### config.mk
export PLATFORM = sky130hd
export DESIGN_NAME = pixel_dispatcher
export DESIGN_NICKNAME = d
export VERILOG_FILES = /design/src/rtl/rt_dispatch_pkg.sv /design/src/rtl/raster_counter.sv /design/src/rtl/pixel_dispatcher.sv
export SDC_FILE = /design/constraint.sdc
export NUM_CORES = 1
export LEC_CHECK = 0
export ABC_CLOCK_PERIOD_IN_PS = 4860
export BUFFER_PORTS_ARGS = -buffer_cell sky130_fd_sc_hd__buf_2
export CAP_MARGIN = 20
export CORE_MARGIN = 1.5
export CORE_UTILIZATION = 60
export DETAILED_ROUTE_END_ITERATION = 8
export GPL_ROUTABILITY_DRIVEN = 0
export MAX_ROUTING_LAYER = met4
export PLACE_DENSITY = 0.83
export SYNTH_ARGS = -nofsm -noshare
export SYNTH_HDL_FRONTEND = slang
export SYNTH_SLANG_ARGS = --single-unit
### constraint.sdc
create_clock -name aclk -period 4.86 [get_ports aclk]
set_clock_uncertainty 0.05 [all_clocks]
set_input_delay 0.729 -clock aclk [delete_from_list [all_inputs] [get_ports aclk]]
set_output_delay 0.729 -clock aclk [all_outputs]
set_load 0.005 [all_outputs]
### src/rtl/rt_dispatch_pkg.sv
// Shared types and default sizes for the pixel dispatch path.
package rt_dispatch_pkg;

  localparam int MAX_CORES = 4;
  localparam int X_W       = 10;
  localparam int Y_W       = 10;

  typedef enum logic [1:0] {
    ST_IDLE     = 2'd0,
    ST_DISPATCH = 2'd1,
    ST_DRAIN    = 2'd2,
    ST_DONE     = 2'd3
  } state_t;

endpackage

### src/rtl/raster_counter.sv
// Raster-order x/y position counter with clear, enable and end-of-line/frame flags.
module raster_counter #(
  parameter int X_W = 10,
  parameter int Y_W = 10
) (
  input  logic           aclk,
  input  logic           aresetn,
  input  logic           clr,
  input  logic           en,
  input  logic [X_W-1:0] width,
  input  logic [Y_W-1:0] height,
  output logic [X_W-1:0] x,
  output logic [Y_W-1:0] y,
  output logic           x_last,
  output logic           y_last
);

  logic [X_W-1:0] x_reg;
  logic [Y_W-1:0] y_reg;

  assign x      = x_reg;
  assign y      = y_reg;
  assign x_last = (x_reg == width - X_W'(1));
  assign y_last = (y_reg == height - Y_W'(1));

  // The last pixel of a frame wraps both coordinates back to the origin.
  always_ff @(posedge aclk or negedge aresetn) begin
    if (!aresetn) begin
      x_reg <= '0;
      y_reg <= '0;
    end else if (clr) begin
      x_reg <= '0;
      y_reg <= '0;
    end else if (en) begin
      if (x_last) begin
        x_reg <= '0;
        y_reg <= y_last ? '0 : y_reg + Y_W'(1);
      end else begin
        x_reg <= x_reg + X_W'(1);
      end
    end
  end

endmodule

### src/rtl/pixel_dispatcher.sv
// Hands raster-ordered pixel jobs round-robin to compute cores and tracks their collection.
module pixel_dispatcher #(
  parameter int MAX_CORES = rt_dispatch_pkg::MAX_CORES,
  parameter int X_W       = rt_dispatch_pkg::X_W,
  parameter int Y_W       = rt_dispatch_pkg::Y_W
) (
  input  logic                 aclk,
  input  logic                 aresetn,
  input  logic                 start,
  input  logic [X_W-1:0]       cfg_width,
  input  logic [Y_W-1:0]       cfg_height,
  input  logic [2:0]           no_of_extra_cores,
  input  logic [MAX_CORES-1:0] core_ready,
  output logic [MAX_CORES-1:0] job_valid,
  output logic [X_W-1:0]       job_x,
  output logic [Y_W-1:0]       job_y,
  input  logic                 pix_accept,
  output logic                 out_sof,
  output logic                 out_eol,
  output logic                 busy,
  output logic                 frame_done
);

  import rt_dispatch_pkg::*;

  localparam int PTR_W = (MAX_CORES > 1) ? $clog2(MAX_CORES) : 1;
  localparam int OUT_W = X_W + Y_W + 1;

  state_t               state_reg, state_next;
  logic [X_W-1:0]       width_reg;
  logic [Y_W-1:0]       height_reg;
  logic [PTR_W-1:0]     ptr_reg, ptr_last_reg, ptr_next, ptr_last_cfg;
  logic [MAX_CORES-1:0] job_valid_reg;
  logic [OUT_W-1:0]     outstanding_reg;
  logic                 coll_done_reg;

  logic                 start_ok, zero_size, hs, accept_ok, collecting;
  logic                 dx_last, dy_last, cx_last, cy_last;
  logic [X_W-1:0]       cx;
  logic [Y_W-1:0]       cy;

  assign start_ok  = (state_reg == ST_IDLE) && start;
  assign zero_size = (cfg_width == '0) || (cfg_height == '0);
  assign hs        = job_valid_reg[ptr_reg] && core_ready[ptr_reg];
  assign accept_ok = pix_accept && (outstanding_reg != '0) &&
                     ((state_reg == ST_DISPATCH) || (state_reg == ST_DRAIN));
  assign ptr_next  = (ptr_reg == ptr_last_reg) ? '0 : ptr_reg + PTR_W'(1);

  // Requests beyond the physical core count fold onto the highest core.
  always_comb begin
    ptr_last_cfg = PTR_W'(no_of_extra_cores);
    if (no_of_extra_cores >= 3'(MAX_CORES - 1))
      ptr_last_cfg = PTR_W'(MAX_CORES - 1);
  end

  raster_counter #(.X_W(X_W), .Y_W(Y_W)) u_disp_cnt (
    .aclk(aclk), .aresetn(aresetn), .clr(start_ok), .en(hs),
    .width(width_reg), .height(height_reg),
    .x(job_x), .y(job_y), .x_last(dx_last), .y_last(dy_last)
  );

  raster_counter #(.X_W(X_W), .Y_W(Y_W)) u_coll_cnt (
    .aclk(aclk), .aresetn(aresetn), .clr(start_ok), .en(accept_ok),
    .width(width_reg), .height(height_reg),
    .x(cx), .y(cy), .x_last(cx_last), .y_last(cy_last)
  );

  always_ff @(posedge aclk or negedge aresetn) begin
    if (!aresetn) state_reg <= ST_IDLE;
    else          state_reg <= state_next;
  end

  always_comb begin
    state_next = state_reg;
    case (state_reg)
      ST_IDLE:     if (start) state_next = zero_size ? ST_DONE : ST_DISPATCH;
      ST_DISPATCH: if (hs && dx_last && dy_last) state_next = ST_DRAIN;
      ST_DRAIN:    if (coll_done_reg) state_next = ST_DONE;
      ST_DONE:     state_next = ST_IDLE;
      default:     state_next = ST_IDLE;
    endcase
  end

  always_comb begin
    busy       = (state_reg != ST_IDLE);
    frame_done = (state_reg == ST_DONE);
  end

  always_ff @(posedge aclk or negedge aresetn) begin
    if (!aresetn) begin
      width_reg       <= '0;
      height_reg      <= '0;
      ptr_reg         <= '0;
      ptr_last_reg    <= '0;
      job_valid_reg   <= '0;
      outstanding_reg <= '0;
      coll_done_reg   <= 1'b0;
    end else if (start_ok) begin
      width_reg       <= cfg_width;
      height_reg      <= cfg_height;
      ptr_reg         <= '0;
      ptr_last_reg    <= ptr_last_cfg;
      job_valid_reg   <= zero_size ? '0 : MAX_CORES'(1);
      outstanding_reg <= '0;
      coll_done_reg   <= 1'b0;
    end else begin
      if (hs) begin
        ptr_reg       <= ptr_next;
        job_valid_reg <= (dx_last && dy_last) ? '0 : (MAX_CORES'(1) << ptr_next);
      end
      outstanding_reg <= outstanding_reg + OUT_W'(hs) - OUT_W'(accept_ok);
      if (accept_ok && cx_last && cy_last)
        coll_done_reg <= 1'b1;
    end
  end

  // Flags only mean something while pixels of the current frame are still due.
  assign collecting = ((state_reg == ST_DISPATCH) || (state_reg == ST_DRAIN)) && !coll_done_reg;
  assign job_valid  = job_valid_reg;
  assign out_sof    = collecting && (cx == '0) && (cy == '0);
  assign out_eol    = collecting && cx_last;

endmodule
---- Word-level counts from Yosys, hierarchy flattened ----
Index checks and enable logic that the tools add are counted.
operators by class
  eq/ne operators ......................... 11
  $lt $le $gt $ge ......................... 2
  add/subtract/negate cells ............... 9
  shift-type cells ........................ 1
  reduce and logical (&&, ||, !) cells .... 31
  muxes and demuxes ....................... 34
operator list
  cell                                                                    count
  10-bit two-way mux                                                      14
  10-bit by 1-bit adder with 10-bit output (second input constant)        4
  10-bit equality test                                                    4
  10-bit zero test                                                        4
  21-bit by 1-bit adder with 21-bit output                                1
  21-bit two-way mux                                                      1
  21-bit nonzero test                                                     1
  21-bit by 1-bit subtractor with 21-bit output                           1
  10-bit by 1-bit subtractor with 10-bit output (second input constant)   2
  2-bit two-way mux                                                       8
  1-bit logical AND                                                       13
  4-bit two-way mux                                                       3
  2-bit nonzero test                                                      6
  2-bit one-hot mux with 4 select lines                                   1
  1-bit two-way mux                                                       5
  1-bit binary-select mux with 2-bit select                               2
  2-bit equality test (second input constant)                             2
  2-bit != test (second input constant)                                   2
  2-bit AND reduction                                                     2
  1-bit by 2-bit left shift with 4-bit output (first input constant)      1
  3-bit by 2-bit >= comparator with 1-bit output (second input constant)  1
  2-bit by 3-bit < comparator with 1-bit output (second input constant)   1
  3-bit AND reduction                                                     1
  2-bit by 1-bit adder with 2-bit output (second input constant)          1
  6 further kinds                                                         7
word-level totals
  register bits after elaboration ......... 92
  input port bits ......................... 31
  output and inout bits ................... 28
  word-level logic and storage cells ...... 100

---- Depth between registers and ports, before layout ----
  depth in word-level cells ............... 7
  mapped depth ............................ 15
  gate-level depth less buffers ........... 15

---- Hierarchy ----
From an unflattened synthesis, not the netlist that was laid out.
unflattened totals
  cell total of the unflattened synthesis .. 884
  area, all modules ....................... 7,262.0 µm²
modules (own cells, without submodules)
  module            area each (µm²)  sequential area each (µm²)  cells an instance  times used
  raster_counter    1,874.3          500.5                       239                2
  pixel_dispatcher  3,513.4          1,301.2                     406                1

---- Least setup slack after synthesis ----
Ideal clock, no wire load.
  kind .................................... input -> register
  start ................................... input port core_ready[2]
  end ..................................... register outstanding_reg[14]
  stages on the path ...................... 15
  arrival time ............................ 3.619 ns
  slack ................................... 1.071 ns
  data required time ...................... 4.690 ns
  path buffers ............................ 2
  setup time .............................. 0.120 ns
  cells stage by stage .................... nand2_1 -> mux4_2 -> clkbuf_1 -> buf_1 -> xnor2_1 -> ha_1 -> inv_1 -> fa_1 -> nor2b_1 -> o21ai_0 -> a31oi_1 -> a221oi_1 -> o21ai_0 -> a21oi_1 -> a31o_2
between the ends
  cells in the longest elaborated chain, start to end .. 6
RTL lines
  item                                           RTL line                 RTL
  start, declared                                pixel_dispatcher.sv:13   input logic [MAX_CORES-1:0] core_ready,
  1-bit binary-select mux with 2-bit select      pixel_dispatcher.sv:44   assign hs = job_valid_reg[ptr_reg] && core_ready[ptr_reg];
  1-bit two-way mux (not written as such)        pixel_dispatcher.sv:44
  1-bit logical AND                              pixel_dispatcher.sv:44
  21-bit by 1-bit adder with 21-bit output       pixel_dispatcher.sv:111  outstanding_reg <= outstanding_reg + OUT_W'(hs) - OUT_W'(accept_ok);
  21-bit by 1-bit subtractor with 21-bit output  pixel_dispatcher.sv:111
  21-bit two-way mux                             pixel_dispatcher.sv:98   end else if (start_ok) begin
  end signal, assigned                           pixel_dispatcher.sv:111
  end, declared                                  pixel_dispatcher.sv:34   logic [OUT_W-1:0] outstanding_reg;
Every way passes these cells. The select of a mux whose other input is x is not followed.
A chain may end at the register's enable or synchronous reset.

---- Worst setup path in the final report ----
  start ................................... register width_reg[0]
  end ..................................... output port out_eol
between the ends
  cells in the longest elaborated chain, start to end .. 3
RTL lines
  item                                           RTL line                 RTL
  start, declared                                pixel_dispatcher.sv:30   logic [X_W-1:0] width_reg;
  start signal, assigned                         pixel_dispatcher.sv:99   width_reg <= cfg_width;
  10-bit by 1-bit subtractor with 10-bit output  raster_counter.sv:23     assign x_last = (x_reg == width - X_W'(1));
  10-bit equality test                           raster_counter.sv:23
  1-bit logical AND                              pixel_dispatcher.sv:121  assign out_eol = collecting && cx_last;
  end, declared                                  pixel_dispatcher.sv:19   output logic out_eol,
Every way passes these cells.

==> out/qor.log <==
qor: status.status completed
qor: yosys.synth_top_area_share 33.4%
qor: yosys.syn-mean-instance-area 8.46 sq um
qor: sta.final_period_minus_worst_setup_slack 4230 ps
qor: detailed_routing.dr.first_iter.drc_count 366
qor: critical_path.r2r.worst_path.cells 12
qor: detailed_routing.vias_post_dr 6,221
qor: worst_hold_path.worst_hold_path_type input port to asynchronous set/reset pin
qor: yosys.ys_top_cells_by_count sky130_fd_sc_hd__nand2_1, sky130_fd_sc_hd__dfrtp_1, sky130_fd_sc_hd__nor2_1
qor: placement.port_buffers 58
qor: yosys.synth.top_cells.by_area sky130_fd_sc_hd__dfrtp_1, sky130_fd_sc_hd__ha_1, sky130_fd_sc_hd__nand2_1, sky130_fd_sc_hd__xnor2_1, sky130_fd_sc_hd__nor2_1
qor: final_layout.finalNonFillerCells 996
qor: sta.max_slew_margin 48.2%
qor: flow_run.drv.max_cap_violation_count 0
qor: yosys.ys.warnings.count 0
qor: final_layout.number_of_inserted_filler_cells_in_the_final_layout 884
qor: critical_path.worst_ep_required_time 4080 ps
qor: yosys.synth_async_sr_flop_share 100%
qor: clock_tree.cts_inserted_buffers 9
qor: critical_path.crit_type flip-flop to primary output
qor: sta.slew_viol_final 0
qor: critical_path.critical-path-top-cell-by-count sky130_fd_sc_hd__nor3_1
qor: clock_tree.worst_setup_hold_path_clk_slew 60 ps
qor: detailed_routing.drc_errors 0
qor: global_route.remaining_global_route_overflow 0
qor: placement.placedCellCount 979
qor: floorplanning.fp.dieW 110 microns
qor: yosys.post_synth_inst_count 815
qor: critical_path.worst_setup_path_end_kind primary output
qor: critical_path.crit_path_max_fanout 6
qor: final_layout.insertedDiodeCount 0
qor: yosys.synth.ff_latch_count 92
qor: yosys.synth-edff-count 0
qor: critical_path.regToRegEndpoint outstanding_reg[14]
qor: final_layout.finalNetCount 925
qor: sta.fin_setup_tns 0 ps
qor: global_route.number_of_global_route_vias_before_repair 5,988
qor: sta.final-setup-viol-count 0
qor: critical_path.crit_path_start width_reg[0]
qor: clock_tree.h-tree-depth 3
qor: critical_path.max_stage_delay 640 ps
qor: detailed_routing.vias_per_cell 6.25
qor: critical_path.worst-r2r-setup-slack 980 ps
qor: yosys.netlist_area 0.00689 sq mm
qor: detailed_routing.wl_per_cell 17.2 microns
qor: floorplanning.rows 38
qor: placement.hpwl 12,400 microns
qor: critical_path.critical_path.reg2reg.startpoint ptr_reg[0]
qor: sta.clock.fmax 237 MHz
qor: detailed_routing.detail_route.wirelength 17,100 microns
qor: critical_path.worst_setup_path_start_kind flip-flop
qor: critical_path.buffers_inverters_on_critical_path 2
qor: detailed_routing.detailedRoute.firstPassIterationCount 5
qor: yosys.synth_nets 889
qor: critical_path.critical_path.top_delay_family simple AND/OR/NAND/NOR gates
qor: yosys.yosys.cell_types.count 73
qor: global_route.track_usage 31.0%
qor: power_and_ir_drop.max-vdd-ir-drop 493 uV
qor: sta.worstMarginPinSlew 775 ps
qor: floorplanning.fp.dieArea 0.0121 sq mm
qor: final_layout.post_route_cells_drive_above_1_share 11.3%
qor: yosys.synth_seq_area_share 33.4%
qor: final_layout.largest_reg_flops 21
qor: floorplanning.initial_utilization 62.5%
qor: detailed_routing.final_antenna_net_count 0
qor: floorplanning.design.core.area 0.0110 sq mm
qor: clock_tree.clock_sink_total 92
qor: yosys.most_numerous_cell_in_the_yosys_netlist sky130_fd_sc_hd__nand2_1
qor: clock_tree.clk_tree_root_cell sky130_fd_sc_hd__clkbuf_16
qor: clock_tree.hold_fix_buffer_count_after_cts 0
qor: power_and_ir_drop.power_density 691 mW/mm^2
qor: clock_tree.post_cts.repair.setup_buffers 0
qor: clock_tree.clock_tree_from_tritoncts done
qor: floorplanning.die_height 110 microns
qor: sta.finalHoldViolCount 0
qor: clock_tree.clock_latency 360 ps
qor: yosys.synth.largest_area_cell sky130_fd_sc_hd__dfrtp_1
qor: clock_tree.post_cts_resize_count 0
qor: power_and_ir_drop.p_leak 0.00347 uW
qor: critical_path.timing.critical_path.cells inv_1 -> ha_1 -> or4b_2 -> nor3_1 -> xnor2_1 -> nand4_1 -> nor3_1 -> and3b_1 -> buf_2
qor: sta.final.period_utilization 87.0%
qor: yosys.ys_dominant_reg_cell sky130_fd_sc_hd__dfrtp_1
qor: floorplanning.pin_count 59
qor: final_layout.area_delta_synth_final 9.24%
qor: critical_path.crit_path_top_delay_cell sky130_fd_sc_hd__or4b_2
qor: global_route.pin_count_of_the_biggest_net_entering_global_routing 65
qor: critical_path.crit_arrival 3450 ps
qor: clock_tree.clock_tree.buffer_depth 2
qor: global_route.grt_pass1_wl 28,200 microns
qor: global_route.antenna_found_initial 0
qor: sta.grt_setup_unrepaired no
## how the worst max path moves through the flow
stage	slack, ps	to	cells after the start
after global placement	960	outstanding_reg[14]	14
after detailed placement	840	outstanding_reg[14]	14
after CTS	660	out_eol	9
after global routing	430	out_eol	9
final	630	out_eol	9
after floorplan	1070	outstanding_reg[14]	15
## where the power goes
group / internal, uW / switching (uW)
logic: 1400 / 1710
registers: 1050 / 400
clock network: 360 / 290
total: 2810 / 2400
## per-layer routing
layer | part of all wire [%] | track usage [%]
met4 | 2.8 | 12.2
met2 | 48 | 49.8
met3 | 6.9 | 7.58
met1 | 42 | 37.7
met5 | 0 | -
## kinds of logic after synthesis
family	Yosys count	share of synthesized area (%)
DFF	92	33.4
and+or+nand+nor	347	25.9
buffers and inverters	88	5.12
AOI/OAI and AO/OA	169	16.5
xor gates and xnor gates	69	9.98
muxes	7	1.22
adders and majority gates	43	7.91
## layout make-up
cell class / instances / area (sq um) / share of cell area, %
clock inverter: 2 / 10.0 / 0.133
multi-input combinational: 635 / 4240 / 56.3
timing repair buffer: 66 / 373 / 4.95
tap: 140 / 175 / 2.33
sequential: 92 / 2300 / 30.6
clock buffer: 14 / 254 / 3.37
inverter: 47 / 176 / 2.34
## layout by cell type (no fill, tap or decap), drive strengths merged, types with 13 or more instances in the layout
cell type,count
clkbuf,14
nand2b,16
dfrtp,92
nor2,70
ha,42
o21ai,40
xnor2,41
nor4,21
buf,66
nor3,26
inv,47
nand2,100
o21a,13
nand3,24
xor2,22
a21oi,32
## through the flow
| step | hold WS, ps | utilization [%] | cell area (sq um) | setup slack, ps | total power [uW] |
|---|---|---|---|---|---|
| 2_1_floorplan | 383 | - | 6890 | 1070 | 3780 |
| 3_3_place_gp | 476 | 65.6 | 7240 | 964 | 4320 |
| 4_1_cts | 433 | 68.0 | 7500 | 658 | 5170 |
| 3_5_place_dp | 487 | 65.6 | 7240 | 836 | 4480 |
| 5_1_grt | 459 | 68.3 | 7530 | 434 | 5670 |
| 6_report | 393 | 68.3 | 7530 | 634 | 5210 |
Power figures use the tool's default switching activity.
